===== src/rtl/mem_access_unit_if.sv =====
// Core-side request/response bundle of the data-memory access unit.
// The core is the master; the access unit is the slave.
interface mem_access_unit_if;
    logic        memread;
    logic        memwrite;
    logic [1:0]  mem_length;
    logic        mem_signed;
    logic [31:0] addr;
    logic [31:0] wdata;
    logic [31:0] rdata;
    logic        stall;
    logic        done;
    logic        err;

    modport master (
        output memread, memwrite, mem_length, mem_signed, addr, wdata,
        input  rdata, stall, done, err
    );

    modport slave (
        input  memread, memwrite, mem_length, mem_signed, addr, wdata,
        output rdata, stall, done, err
    );
endinterface


===== src/rtl/mem_access_unit.sv =====
// Data-memory access unit: byte/half/word loads and stores against a word-wide
// synchronous RAM, with sub-word stores done as read-modify-write.
module mem_access_unit #(
    parameter int unsigned ADDR_WIDTH = 10
) (
    input  logic                  i_clk,
    input  logic                  i_rst_n,
    mem_access_unit_if.slave      bus,
    output logic                  o_ram_en,
    output logic                  o_ram_we,
    output logic [ADDR_WIDTH-1:0] o_ram_addr,
    output logic [31:0]           o_ram_wdata,
    input  logic [31:0]           i_ram_rdata
);

    typedef enum logic [1:0] {
        StIdle = 2'd0,
        StRd   = 2'd1,
        StRdw  = 2'd2,
        StWr   = 2'd3
    } state_e;

    state_e                r_state;
    logic [1:0]            r_lane;
    logic [1:0]            r_len;
    logic                  r_signed;
    logic                  r_is_load;
    logic [31:0]           r_wdata;
    logic [31:0]           r_rdata;
    logic                  r_done;
    logic                  r_err;
    logic                  r_ram_en;
    logic                  r_ram_we;
    logic [ADDR_WIDTH-1:0] r_ram_addr;
    logic [31:0]           r_ram_wdata;

    logic                  w_valid;
    logic                  w_reject;
    logic                  w_word_store;
    logic [7:0]            w_byte;
    logic [15:0]           w_half;
    logic [31:0]           w_load_data;
    logic [31:0]           w_merge_data;
    logic                  w_unused;

    // Upper address bits lie outside the RAM and are ignored.
    assign w_unused = ^bus.addr[31:ADDR_WIDTH+2];

    assign w_valid      = (bus.memread | bus.memwrite) && (bus.mem_length != 2'b00);
    assign w_reject     = (bus.memread && bus.memwrite) ||
                          (bus.mem_length == 2'b10 && bus.addr[0]) ||
                          (bus.mem_length == 2'b11 && bus.addr[1:0] != 2'b00);
    assign w_word_store = bus.memwrite && (bus.mem_length == 2'b11);

    always_comb begin
        w_byte      = i_ram_rdata[{r_lane, 3'b000} +: 8];
        w_half      = r_lane[1] ? i_ram_rdata[31:16] : i_ram_rdata[15:0];
        w_load_data = i_ram_rdata;
        unique case (r_len)
            2'b01:   w_load_data = {{24{r_signed & w_byte[7]}}, w_byte};
            2'b10:   w_load_data = {{16{r_signed & w_half[15]}}, w_half};
            default: w_load_data = i_ram_rdata;
        endcase
    end

    // Store merge: keep the RAM word and replace only the addressed lane.
    always_comb begin
        w_merge_data = i_ram_rdata;
        if (r_len == 2'b01) begin
            w_merge_data[{r_lane, 3'b000} +: 8] = r_wdata[7:0];
        end else if (r_lane[1]) begin
            w_merge_data[31:16] = r_wdata[15:0];
        end else begin
            w_merge_data[15:0] = r_wdata[15:0];
        end
    end

    always_ff @(posedge i_clk) begin
        if (!i_rst_n) begin
            r_state     <= StIdle;
            r_lane      <= 2'b00;
            r_len       <= 2'b00;
            r_signed    <= 1'b0;
            r_is_load   <= 1'b0;
            r_wdata     <= 32'h0;
            r_rdata     <= 32'h0;
            r_done      <= 1'b0;
            r_err       <= 1'b0;
            r_ram_en    <= 1'b0;
            r_ram_we    <= 1'b0;
            r_ram_addr  <= '0;
            r_ram_wdata <= 32'h0;
        end else begin
            r_done <= 1'b0;
            r_err  <= 1'b0;
            unique case (r_state)
                StIdle: begin
                    // A request still held during its done cycle is not taken again.
                    if (w_valid && !r_done) begin
                        r_lane    <= bus.addr[1:0];
                        r_len     <= bus.mem_length;
                        r_signed  <= bus.mem_signed;
                        r_is_load <= bus.memread;
                        r_wdata   <= bus.wdata;
                        if (w_reject) begin
                            r_done <= 1'b1;
                            r_err  <= 1'b1;
                        end else begin
                            r_ram_en   <= 1'b1;
                            r_ram_addr <= bus.addr[ADDR_WIDTH+1:2];
                            if (w_word_store) begin
                                r_ram_we    <= 1'b1;
                                r_ram_wdata <= bus.wdata;
                                r_state     <= StWr;
                            end else begin
                                r_ram_we <= 1'b0;
                                r_state  <= StRd;
                            end
                        end
                    end
                end
                StRd: begin
                    r_ram_en <= 1'b0;
                    r_state  <= StRdw;
                end
                StRdw: begin
                    if (r_is_load) begin
                        r_rdata <= w_load_data;
                        r_done  <= 1'b1;
                        r_state <= StIdle;
                    end else begin
                        r_ram_wdata <= w_merge_data;
                        r_ram_en    <= 1'b1;
                        r_ram_we    <= 1'b1;
                        r_state     <= StWr;
                    end
                end
                StWr: begin
                    r_ram_en <= 1'b0;
                    r_ram_we <= 1'b0;
                    r_done   <= 1'b1;
                    r_state  <= StIdle;
                end
                default: r_state <= StIdle;
            endcase
        end
    end

    assign bus.rdata   = r_rdata;
    assign bus.done    = r_done;
    assign bus.err     = r_err;
    assign bus.stall   = i_rst_n && ((r_state != StIdle) || (w_valid && !r_done));
    assign o_ram_en    = r_ram_en;
    assign o_ram_we    = r_ram_we;
    assign o_ram_addr  = r_ram_addr;
    assign o_ram_wdata = r_ram_wdata;

endmodule


===== src/flat_wrapper.sv =====
// flat-port wrapper written by rule: the top's interface ports become plain ports
module mem_access_unit_flat 
#(
    parameter int unsigned ADDR_WIDTH = 10
)
  (i_clk, i_rst_n, o_ram_en, o_ram_we, o_ram_addr, o_ram_wdata, i_ram_rdata, bus_memread, bus_memwrite, bus_mem_length, bus_mem_signed, bus_addr, bus_wdata, bus_rdata, bus_stall, bus_done, bus_err);
  mem_access_unit_if bus_i ();
  input  logic i_clk;
  input  logic i_rst_n;
  output logic o_ram_en;
  output logic o_ram_we;
  output logic [ADDR_WIDTH-1:0] o_ram_addr;
  output logic [31:0] o_ram_wdata;
  input  logic [31:0] i_ram_rdata;
  input wire logic [$bits(bus_i.memread)-1:0] bus_memread;
  input wire logic [$bits(bus_i.memwrite)-1:0] bus_memwrite;
  input wire logic [$bits(bus_i.mem_length)-1:0] bus_mem_length;
  input wire logic [$bits(bus_i.mem_signed)-1:0] bus_mem_signed;
  input wire logic [$bits(bus_i.addr)-1:0] bus_addr;
  input wire logic [$bits(bus_i.wdata)-1:0] bus_wdata;
  output wire logic [$bits(bus_i.rdata)-1:0] bus_rdata;
  output wire logic [$bits(bus_i.stall)-1:0] bus_stall;
  output wire logic [$bits(bus_i.done)-1:0] bus_done;
  output wire logic [$bits(bus_i.err)-1:0] bus_err;
  assign bus_i.memread = bus_memread;
  assign bus_i.memwrite = bus_memwrite;
  assign bus_i.mem_length = bus_mem_length;
  assign bus_i.mem_signed = bus_mem_signed;
  assign bus_i.addr = bus_addr;
  assign bus_i.wdata = bus_wdata;
  assign bus_rdata = bus_i.rdata;
  assign bus_stall = bus_i.stall;
  assign bus_done = bus_i.done;
  assign bus_err = bus_i.err;
  mem_access_unit #(.ADDR_WIDTH(ADDR_WIDTH)) u_core (.i_clk(i_clk), .i_rst_n(i_rst_n), .bus(bus_i), .o_ram_en(o_ram_en), .o_ram_we(o_ram_we), .o_ram_addr(o_ram_addr), .o_ram_wdata(o_ram_wdata), .i_ram_rdata(i_ram_rdata));
endmodule

===== config.mk =====
export PLATFORM = sky130hd
export DESIGN_NAME = mem_access_unit_flat
export DESIGN_NICKNAME = d
export VERILOG_FILES = /design/src/rtl/mem_access_unit_if.sv /design/src/rtl/mem_access_unit.sv /design/src/flat_wrapper.sv
export SDC_FILE = /design/constraint.sdc
export NUM_CORES = 1
export LEC_CHECK = 0
export BUFFER_PORTS_ARGS = -buffer_cell sky130_fd_sc_hd__buf_2
export CAP_MARGIN = 20
export CELL_PAD_IN_SITES_DETAIL_PLACEMENT = 2
export CELL_PAD_IN_SITES_GLOBAL_PLACEMENT = 2
export CORE_MARGIN = 2
export CORE_UTILIZATION = 26
export DETAILED_ROUTE_END_ITERATION = 7
export HOLD_SLACK_MARGIN = 0.03
export PLACE_DENSITY = 0.73
export SLEW_MARGIN = 20
export SYNTH_ARGS = -nofsm -noshare
export SYNTH_HDL_FRONTEND = slang
export SYNTH_SLANG_ARGS = --single-unit

===== constraint.sdc =====
create_clock -name i_clk -period 2.4 [get_ports i_clk]
set_input_delay 0.12 -clock i_clk [delete_from_list [all_inputs] [get_ports i_clk]]
set_output_delay 0.12 -clock i_clk [all_outputs]
set_load 0.02 [all_outputs]

# [Word-level counts from Yosys, hierarchy flattened]
# Index checks and enable logic that the tools add are counted.
# W data, S select, Z words.
[word_totals] ff_bits=102 input_bits=103 romBits=0 memories=0 latchBits=0 ramBits=0
[op_classes] muxes=28 mul=0 add_sub_neg=1 n_reduce_logical=26 bitwise=4 eq_ne=11 shifts=3 magnitude_cmp=0 div_mod_pow=0
[op_table] operator="$mux W32" n=5
[op_table] operator="$pmux W32 S2" n=2
[op_table] operator="$mux W16" n=3
[op_table] operator="$bwmux W32" n=1
[op_table] operator="$shift A8 B7 Y32 const A" n=1
[op_table] operator="$shiftx A32 B6 Y8" n=1
[op_table] operator="$shiftx A8 B7 Y32" n=1
[op_table] operator="$eq A2 B2 Y1 const B" n=5
[op_table] operator="$mux W1" n=9
[op_table] operator="$pmux W1 S3" n=3
[op_table] operator="$mux W2" n=4
[op_table] operator="$pmux W2 S4" n=1
[op_table] operator="$reduce_and A2 Y1" n=4
[op_table] operator="$reduce_bool A2 Y1" n=4
[op_table] operator="$logic_and A1 B1 Y1" n=7
[op_table] operator="$neg A5 Y7" n=1
[op_table] operator="$reduce_and A3 Y1" n=2
[op_table] operator="$reduce_and A5 Y1" n=1
[op_table] operator="$eq A2 B1 Y1 const B" n=2
[op_table] operator="$ne A2 B1 Y1 const B" n=2
[op_table] operator="$ne A2 B2 Y1 const B" n=2
[op_table] operator="$reduce_and A4 Y1" n=1
[op_table] operator="$logic_or A1 B1 Y1" n=3
[op_table] operator="$reduce_bool A3 Y1" n=1
[op_table] operator="6 further kinds" n=7

# [Logic depth before layout (Yosys ltp)]
# Gate-level depths: netlist of run 1.
[depth] ltp_word=7 depth_mapped=12 depth_no_buf=6

# [Least setup slack after synthesis of run 1]
# Ideal clock, no wire load.
[synth_timing] kind="reg-to-reg" from="register u_core.r_lane[1]" to="register u_core.r_ram_wdata[28] (netlist: u_core.o_ram_wdata[28])" required_ns=2.328 setup_slack_ns=-0.063 path_stages_with_launch=13 setup_ns=0.072 t_arrival_ns=2.391 cell_sequence="dfxtp_1 > buf_2 > buf_2 > buf_4 > buf_2 > inv_1 > ha_1 > or3b_1 > clkbuf_2 > buf_6 > o221ai_1 > o2111ai_1 > mux2i_1"
[synth_via] elab_chain_len=6 word_cells_on_any_way=8 cone_classes="add/sub (1); shift (2); mux (5)"
[synth_lines] element="start: declaration" line="mem_access_unit.sv:24" text="logic [1:0] r_lane;"
[synth_lines] element="start signal: assignment" line="mem_access_unit.sv:100" text="r_lane <= bus.addr[1:0];"
[synth_lines] element="$neg A5 Y7" line="mem_access_unit.sv:70" text="w_merge_data[{r_lane, 3'b000} +: 8] = r_wdata[7:0];"
[synth_lines] element="$shiftx A8 B7 Y32 / $shift A8 B7 Y32 (equally long branches)" line="mem_access_unit.sv:70"
[synth_lines] element="$bwmux W32" line="mem_access_unit.sv:70"
[synth_lines] element="$mux W32 *" line="mem_access_unit.sv:69" text="if (r_len == 2'b01) begin"
[synth_lines] element="$mux W32 *" line="mem_access_unit.sv:127" text="if (r_is_load) begin"
[synth_lines] element="$pmux W32 S2 *" line="mem_access_unit.sv:96" text="unique case (r_state)"
[synth_lines] element="end signal: assignment" line="mem_access_unit.sv:113" text="r_ram_wdata <= bus.wdata;"
[synth_lines] element="end signal: assignment" line="mem_access_unit.sv:132" text="r_ram_wdata <= w_merge_data;"
[synth_lines] element="end: declaration" line="mem_access_unit.sv:35" text="logic [31:0] r_ram_wdata;"
# Every way passes the cells marked *; elsewhere a longest branch is shown, timed or not. The select of a mux whose other input is x is not followed.
# A chain may end at the register's enable or synchronous reset.

# [Final worst setup path of run 1]
[layout_timing] from="register u_core.r_lane[1]" to="register u_core.r_ram_wdata[29] (netlist: u_core.o_ram_wdata[29])"
# Same word-level chain as after synthesis.

==> flow_metrics.env, run 1 <==
export IMPL_status="complete, no violations"
export IMPL_layout_cells_non_filler=1147
export IMPL_drive_above_1_share_pct=25.4
export IMPL_place_area_mm2=0.00681
export IMPL_synth_area_leader_cell="dfxtp_1"
export IMPL_drc=0
export IMPL_final_area_mm2=0.00736
export IMPL_drt_pass1_iterations=4
export IMPL_synth_area_top_cells="dfxtp_1 36%, nand2_1 9.6%, mux2i_1 8.7%, o2111ai_1 4.9%, a21oi_1 4.7%"
export IMPL_fill_cells=2578
export IMPL_layout_min_cycle_time_ns=2.11
export IMPL_layout_setup_ws_ns=0.294
export IMPL_cts_tree="built"
export IMPL_cts_max_path_buffers=2
export IMPL_start_util_pct=26.4
export IMPL_cts_root_buf="clkbuf_16"
export IMPL_max_freq_mhz=475
export IMPL_synth_edff_count=0
export IMPL_synth_main_ff_cell="dfxtp_1"
export IMPL_postRouteAntennaNets=0
export IMPL_dieArea_mm2=0.0233
export IMPL_whs_ns=0.0427
export IMPL_start_kind="register"
export IMPL_worstSkewPairLatency_ns=0.36
export IMPL_die_h_um=153
export IMPL_postSynthCellCount=712
export IMPL_p_leak_nw=3.09
export IMPL_hpwlAfterDp_mm=17.2
export IMPL_worst_pin_slew_ns=0.662
export IMPL_wl_per_cell_um=21.0
export IMPL_pre_cts_ws_ns=0.299
export IMPL_yosys_warnings=0
export IMPL_finalPower_mw=4.57
export IMPL_rows=54
export IMPL_grt_overflow=0
export IMPL_finalSetupViolations=0
export IMPL_maxSlewViolCount=0
export IMPL_ctsResizeCount=0
export IMPL_grt_max_degree=65
export IMPL_setup_tns_ns=0
export IMPL_chipWidth_um=153
export IMPL_io_pins=182
export IMPL_dp_cells=1107
export IMPL_area_growth_synth_to_final_pct=28.3
export IMPL_clk_pin_slew_ns=0.07
export IMPL_yosysTopAreaCellShare_pct=35.6
export IMPL_async_reset_ff_share_pct=0
export IMPL_crit_chain="inv_1 > ha_1 > or3b_1 > o221ai_1 > o2111ai_1 > mux2i_1"
export IMPL_avgSynthCellArea_um2=8.06
export IMPL_powerDensity_mw_per_mm2=621
export IMPL_critPathRequiredTime_ns=2.69
export IMPL_end_kind="register"
export IMPL_final_cell_mix="161 x buf_2, 147 x nand2_1, 101 x dfxtp_1"
export IMPL_first_global_vias=6465
export IMPL_max_vdd_ir_drop_uv=364
export IMPL_hp_class="primary input to register"
export IMPL_antenna_found_initial=0
export IMPL_syn_area_mm2=0.00574
export IMPL_worstSetupPathType="register to register"
export IMPL_cts_sinks=102
export IMPL_reg2reg_depth=6
export IMPL_crit_fanout=16
export IMPL_viasPerCell=5.36
export IMPL_core_area_mm2=0.0218
export IMPL_relSlewSlack_pct=55.8
export IMPL_finalWirelength_mm=24.1
export IMPL_htree_levels=3
export IMPL_nets=972
export IMPL_io_buffer_count=161
export IMPL_final_hold_violation_count=0
export IMPL_synth_nets=822
export IMPL_gp_congestion=0.829
export IMPL_seq_area_frac_synth_pct=35.6
export IMPL_final_core_util_pct=33.8
export IMPL_cap_viol_max_count=0
export IMPL_slowest_stage="or3b_1"
export IMPL_ys_ff_latch=102
export IMPL_grt_pass1_wl_mm=37.9
export IMPL_n_antenna_cell=0
export IMPL_rsz0062_at_grt="no"
export IMPL_arrival_ns=2.39
export IMPL_grt_usage_pct=20.5
export IMPL_hold_path_cell_count=3
export IMPL_first_iter_violations=231
export IMPL_skew_ns=0.0136
export IMPL_cts_buffers=9
export IMPL_dr_total_vias=6148
export IMPL_slowest_delay_ns=0.64
export IMPL_synthDistinctLibCells=53
export IMPL_final_common_cell="buf_2"
export IMPL_min_period_over_period_pct=87.8
-- logic make-up after synthesis --
kind of cell,after synthesis,share of synthesized area [%]
compound gates,232,28.0
buf+inv,106,7.94
simple gates,206,16.4
xor+xnor,1,0.153
flops,102,35.6
mux,58,10.5
fa+ha+maj,7,1.53
-- registers in the layout (all words and copies together), names as in the netlist --
signal / cells
u_core.r_state: 2
u_core.o_ram_we: 1
u_core.o_ram_addr: 10
u_core.r_lane: 2
u_core.o_ram_wdata: 32
u_core.bus.rdata: 32
u_core.r_len: 2
u_core.o_ram_en: 1
u_core.r_wdata: 16
u_core.r_signed: 1
u_core.bus.done: 1
u_core.bus.err: 1
u_core.r_is_load: 1
-- what timing repair did --
| action | CTS | global route |
|---|---|---|
| buffers inserted | 0 | 0 |
| hold buffers | 24 | 0 |
| hold endpoints to repair | 24 | 0 |
-- power by group --
part	switching, mW	internal (mW)
sequential	0.0987	1.79
clock	0.717	0.868
combinational	0.707	0.389
-- worst paths after layout --
kind	startpoint	end	slack, ns
min	bus_wdata[12]	u_core.r_wdata[12]	0.04
max	u_core.r_lane[1]	u_core.o_ram_wdata[29]	0.29
min reg2reg	u_core.o_ram_wdata[1]	u_core.o_ram_wdata[1]	0.46
max reg2reg	u_core.r_lane[1]	u_core.o_ram_wdata[29]	0.29
-- worst max-delay path: cells and delay by family, from the launching register on --
| family | cells | cell delay [ns] |
|---|---|---|
| buffers and inverters | 1 | 0.11 |
| adder cells (fa/ha/maj) | 1 | 0.23 |
| AND/OR/NAND/NOR | 1 | 0.64 |
| flip-flops | 1 | 0.39 |
| AO/OA/AOI/OAI | 2 | 0.52 |
| multiplexers | 1 | 0.15 |
-- synthesized netlist by cell type (all sizes together), types with 2 or more instances --
cell / n
o221ai: 24
buf: 28
o2111ai: 32
mux2: 7
a311oi: 2
nand2: 147
inv: 33
clkbuf: 44
nand3b: 10
a31oi: 8
o21a: 2
nand4b: 8
nand2b: 2
o211ai: 25
mux2i: 50
nor2b: 2
a21o: 9
and3b: 2
dfxtp: 102
o31a: 2
o21ai: 51
a21oi: 55
nand3: 18
ha: 7
a221oi: 8
a221o: 8
nor2: 5
nor3: 4
-- area by class of cell --
class / instances / area, um2 / share of cell area (%)
multi-input cells: 504 / 3270 / 44.4
flip-flops and latches: 102 / 2040 / 27.8
repair buffers: 211 / 1270 / 17.2
well taps: 280 / 350 / 4.76
clock buffers: 11 / 253 / 3.43
inverters: 34 / 128 / 1.73
clock inverters: 5 / 56.3 / 0.765
-- metal layers --
layer  part of all wire (%)  up-vias  routed length, um  global-route usage, %
met5                      0        -                  0                      0
met4                    2.1        0                507                   6.08
met3                    4.5       29               1090                   3.53
met2                     49      163              11900                   36.0
met1                     44     3058              10600                   25.9
li1                       -     2898                  -                      -
Note: power is estimated with default switching activity, not from simulation.
==> inputs of run 2 (changes only) <==
--- a/config.mk
+++ b/config.mk
@@ -10,10 +10,11 @@
 export CELL_PAD_IN_SITES_DETAIL_PLACEMENT = 2
 export CELL_PAD_IN_SITES_GLOBAL_PLACEMENT = 2
 export CORE_MARGIN = 2
-export CORE_UTILIZATION = 26
+export CORE_UTILIZATION = 27
+export CTS_BUF_LIST = sky130_fd_sc_hd__clkbuf_8
 export DETAILED_ROUTE_END_ITERATION = 7
 export HOLD_SLACK_MARGIN = 0.03
-export PLACE_DENSITY = 0.73
+export PLACE_DENSITY = 0.76
 export SLEW_MARGIN = 20
 export SYNTH_ARGS = -nofsm -noshare
 export SYNTH_HDL_FRONTEND = slang
==> flow_metrics.env, run 2 (same netlist as run 1, synthesis figures left out) <==
export IMPL_rsz0062_at_grt="no"
export IMPL_finalPower_mw=4.36
export IMPL_worstSkewPairLatency_ns=0.40
export IMPL_min_period_over_period_pct=89.9
export IMPL_relSlewSlack_pct=59.0
export IMPL_dieArea_mm2=0.0224
export IMPL_hold_path_cell_count=3
export IMPL_rows=53
export IMPL_io_pins=182
export IMPL_viasPerCell=5.30
export IMPL_core_area_mm2=0.0210
export IMPL_p_leak_nw=3.16
export IMPL_chipWidth_um=150
export IMPL_grt_overflow=0
export IMPL_arrival_ns=2.41
export IMPL_antenna_found_initial=3
export IMPL_final_core_util_pct=36.0
export IMPL_place_area_mm2=0.00681
export IMPL_post_cts_buffers=0
export IMPL_area_growth_synth_to_final_pct=31.3
export IMPL_first_iter_violations=251
export IMPL_htree_levels=3
export IMPL_reg2reg_depth=4
export IMPL_gp_congestion=0.821
export IMPL_hp_class="primary input to register"
export IMPL_final_hold_violation_count=0
export IMPL_status="complete, no violations"
export IMPL_final_area_mm2=0.00753
export IMPL_cap_viol_max_count=0
export IMPL_setup_tns_ns=0
export IMPL_critPathRequiredTime_ns=2.65
export IMPL_multi_input_area_mm2=0.00327
export IMPL_worstSetupPathType="register to register"
export IMPL_grt_usage_pct=21.6
export IMPL_wl_per_cell_um=20.7
export IMPL_first_global_vias=6569
export IMPL_pre_cts_ws_ns=0.276
export IMPL_start_util_pct=27.4
export IMPL_final_common_cell="buf_2"
export IMPL_final_cell_mix="161 x buf_2, 147 x nand2_1, 101 x dfxtp_1"
export IMPL_finalWirelength_mm=24.1
export IMPL_grt_pass1_wl_mm=37.3
export IMPL_drive_above_1_share_pct=24.3
export IMPL_start_kind="register"
export IMPL_max_freq_mhz=464
export IMPL_grt_max_degree=92
export IMPL_maxSlewViolCount=0
export IMPL_layout_min_cycle_time_ns=2.16
export IMPL_powerDensity_mw_per_mm2=578
export IMPL_layout_setup_ws_ns=0.243
export IMPL_die_h_um=150
export IMPL_clk_pin_slew_ns=0.10
export IMPL_cts_tree="built"
export IMPL_cts_root_buf="clkbuf_8"
export IMPL_fill_cells=2419
export IMPL_drc=0
export IMPL_dr_total_vias=6179
export IMPL_skew_ns=0.0185
export IMPL_end_kind="register"
export IMPL_cts_sinks=102
export IMPL_cts_max_path_buffers=2
export IMPL_max_vdd_ir_drop_uv=251
export IMPL_nets=993
export IMPL_io_buffer_count=161
export IMPL_drt_pass1_iterations=4
export IMPL_seq_area_mm2=0.00204
export IMPL_hpwlAfterDp_mm=16.9
export IMPL_worst_pin_slew_ns=0.615
export IMPL_postRouteAntennaNets=0
export IMPL_finalSetupViolations=0
export IMPL_crit_fanout=69
export IMPL_cts_buffers=9
## run 2: what timing repair did
action | 4_1_cts | 5_1_grt
hold buffers | 48 | 0
gates resized for setup | 0 | 0
hold endpoints to repair | 48 | 0
## run 2: cell type report
cell class              count  share of cell area, %
well taps                 275                   4.57
clock buffers               9                   1.64
multi-input cells         504                   43.3
clock inverters             7                   1.49
repair buffers            232                   20.0
flip-flops and latches    102                   27.1
inverters                  34                   1.69
diodes                      3                 0.0997
## run 2: metrics by stage
stage	cells	hold WS [ns]
finish	1166	0.0581
global route	1164	0.0603
floorplan	712	0.256
CTS	1163	0.0406
global placement	1099	0.377
detailed placement	1099	0.382
## run 2: power by group
part	leakage [nW]	switching (mW)	internal (mW)	total, mW
combinational	2.21	0.712	0.418	1.13
clock	0.125	0.655	0.690	1.35
sequential	0.829	0.0896	1.79	1.88
## run 2: worst paths after layout
kind	startpoint	end	slack (ns)
max	u_core.r_lane[1]	u_core.bus.rdata[15]	0.24
min	i_ram_rdata[1]	u_core.bus.rdata[1]	0.06
max reg2reg	u_core.r_lane[1]	u_core.bus.rdata[15]	0.24
min reg2reg	u_core.o_ram_wdata[5]	u_core.o_ram_wdata[5]	0.47
## run 2: critical path, stage by stage, from the launching register on
cell      delay (ns)
dfxtp_2         0.37
buf_12          0.33
mux4_2          0.60
a311oi_4        0.53
a221oi_1        0.18
## run 2: per-layer routing
metal	part of all wire, %	up-vias	routed length (um)	global-route usage, %
li1	-	2945	-	-
met5	0.066	-	16	0
met3	4.7	40	1140	4.70
met4	2.7	2	646	7.12
met2	50	149	12100	38.2
met1	42	3043	10300	25.9
==> inputs of run 3 (changes only) <==
--- a/config.mk
+++ b/config.mk
@@ -9,12 +9,12 @@
 export CAP_MARGIN = 20
 export CELL_PAD_IN_SITES_DETAIL_PLACEMENT = 2
 export CELL_PAD_IN_SITES_GLOBAL_PLACEMENT = 2
-export CORE_MARGIN = 2
+export CORE_MARGIN = 10
 export CORE_UTILIZATION = 27
 export CTS_BUF_LIST = sky130_fd_sc_hd__clkbuf_8
 export DETAILED_ROUTE_END_ITERATION = 7
 export HOLD_SLACK_MARGIN = 0.03
-export PLACE_DENSITY = 0.76
+export PLACE_DENSITY = 0.86
 export SLEW_MARGIN = 20
 export SYNTH_ARGS = -nofsm -noshare
 export SYNTH_HDL_FRONTEND = slang
==> flow_metrics.env, run 3 (same netlist as run 1, synthesis figures left out) <==
export IMPL_status="complete, no violations"
export IMPL_cts_buffers=9
export IMPL_final_hold_violation_count=0
export IMPL_gp_congestion=0.843
export IMPL_layout_cells_non_filler=1173
export IMPL_start_util_pct=27.4
export IMPL_worstSkewPairLatency_ns=0.42
export IMPL_reg2reg_to="u_core.o_ram_wdata[22]"
export IMPL_cts_sinks=102
export IMPL_final_cell_mix="161 x buf_2, 147 x nand2_1, 101 x dfxtp_1"
export IMPL_reg2reg_depth=5
export IMPL_dieArea_mm2=0.0275
export IMPL_clk_pin_slew_ns=0.12
export IMPL_grt_pass1_wl_mm=41.5
export IMPL_hold_path_cell_count=3
export IMPL_start_kind="register"
export IMPL_rsz0062_at_grt="no"
export IMPL_first_global_vias=6927
export IMPL_postRouteAntennaNets=0
export IMPL_nets=1001
export IMPL_layout_min_cycle_time_ns=2.19
export IMPL_wl_per_cell_um=22.9
export IMPL_drive_above_1_share_pct=24.7
export IMPL_min_to="u_core.bus.rdata[4]"
export IMPL_whs_ns=0.0366
export IMPL_final_area_mm2=0.00750
export IMPL_viasPerCell=5.44
export IMPL_cts_max_path_buffers=2
export IMPL_end_kind="register"
export IMPL_cts_tree="built"
export IMPL_grt_overflow=0
export IMPL_min_period_over_period_pct=91.1
export IMPL_switchingPower_mw=1.54
export IMPL_dr_wl_met2_mm=13.4
export IMPL_clock_power_share_pct=27.2
export IMPL_chipWidth_um=166
export IMPL_final_common_cell="buf_2"
export IMPL_comb_power_share_pct=27.7
export IMPL_powerDensity_mw_per_mm2=556
export IMPL_grt_usage_pct=18.7
export IMPL_switching_share_pct=37.0
export IMPL_cap_viol_max_count=0
export IMPL_antenna_found_initial=4
export IMPL_io_pins=182
export IMPL_met3_length_mm=1.67
export IMPL_finalSetupViolations=0
export IMPL_internal_power_mw=2.63
export IMPL_pre_cts_ws_ns=0.341
export IMPL_worstSetupPathType="register to register"
export IMPL_hp_class="primary input to register"
export IMPL_layout_setup_ws_ns=0.214
export IMPL_critPathRequiredTime_ns=2.71
export IMPL_dp_cells=1104
export IMPL_relSlewSlack_pct=43.9
export IMPL_final_core_util_pct=35.8
export IMPL_finalPower_mw=4.17
export IMPL_area_growth_synth_to_final_pct=30.7
export IMPL_maxSlewViolCount=0
export IMPL_finalWirelength_mm=26.9
export IMPL_max_freq_mhz=457
export IMPL_setup_tns_ns=0
export IMPL_drt_pass1_iterations=5
export IMPL_hpwlAfterDp_mm=19.1
export IMPL_fill_cells=2487
export IMPL_skew_ns=0.0114
export IMPL_crit_fanout=32
export IMPL_core_area_mm2=0.0210
export IMPL_timing_rr_start="u_core.r_state[1]"
export IMPL_cts_root_buf="clkbuf_8"
export IMPL_power_frac_seq_pct=45.2
export IMPL_top_layer="met5"
export IMPL_hp_start="i_ram_rdata[4]"
export IMPL_grt_max_degree=92
export IMPL_io_buffer_count=161
export IMPL_first_iter_violations=423
export IMPL_die_h_um=166
export IMPL_max_vdd_ir_drop_uv=286
export IMPL_reg2reg_slack_ns=0.21
export IMPL_p_leak_nw=3.15
export IMPL_place_area_mm2=0.00680
export IMPL_rows=53
export IMPL_htree_levels=3
export IMPL_arrival_ns=2.50
export IMPL_worst_pin_slew_ns=0.842
export IMPL_drc=0
export IMPL_dr_total_vias=6384
export IMPL_wl_met1_mm=10.9
==> run 3: layer usage <==
layer  global-route usage (%)  vias up
met1                     21.4     3156
met3                     4.83       63
met4                     8.24        4
met5                        0        -
met2                     32.2      204
li1                         -     2957
==> run 3: what timing repair did <==
item / 4_1_cts / 5_1_grt
setup buffers: 0 / 0
endpoints found under the hold margin: 51 / 0
resized for setup: 0 / 0
hold buffers: 51 / 0
endpoints found under the setup margin: 0 / 0
==> run 3: how the worst max path moves through the flow <==
stage                     slack, ns  cells after the start              start                     end
after floorplan                0.03                     12   u_core.r_lane[1]  u_core.o_ram_wdata[28]
after global placement         0.44                      4   u_core.r_lane[1]    u_core.bus.rdata[14]
after detailed placement       0.34                      6   u_core.r_lane[0]  u_core.o_ram_wdata[25]
after CTS                      0.29                      5  u_core.r_state[1]   u_core.o_ram_wdata[8]
after global routing           0.09                      5  u_core.r_state[1]  u_core.o_ram_wdata[22]
final                          0.21                      5  u_core.r_state[1]  u_core.o_ram_wdata[22]
==> run 3: power by group through the flow <==
stage / Combinational, mW / Clock [mW] / Sequential, mW
after floorplan: 0.597 / 0 / 1.97
after global routing: 1.26 / 1.22 / 1.90
after CTS: 1.15 / 1.15 / 1.88
final: 1.15 / 1.13 / 1.88
after global placement: 1.04 / 0 / 1.91
after detailed placement: 1.08 / 0 / 1.92
==> run 3: final cells by class <==
type / count / area (um2) / area share, %
tap: 275 / 344 / 4.59
clock inverter: 6 / 46.3 / 0.617
timing repair buffer: 240 / 1540 / 20.5
sequential: 102 / 2040 / 27.2
multi-input combinational: 504 / 3260 / 43.4
antenna: 2 / 5.00 / 0.0667
inverter: 34 / 128 / 1.70
clock buffer: 10 / 138 / 1.83
==> run 3: worst max-delay path, cell delays in order (launching register included) <==
cell and delay, ns:
dfxtp_1 0.48, a311oi_1 0.39, nor3_1 0.15, a21oi_4 0.18, buf_4 0.46, mux2i_1 0.36
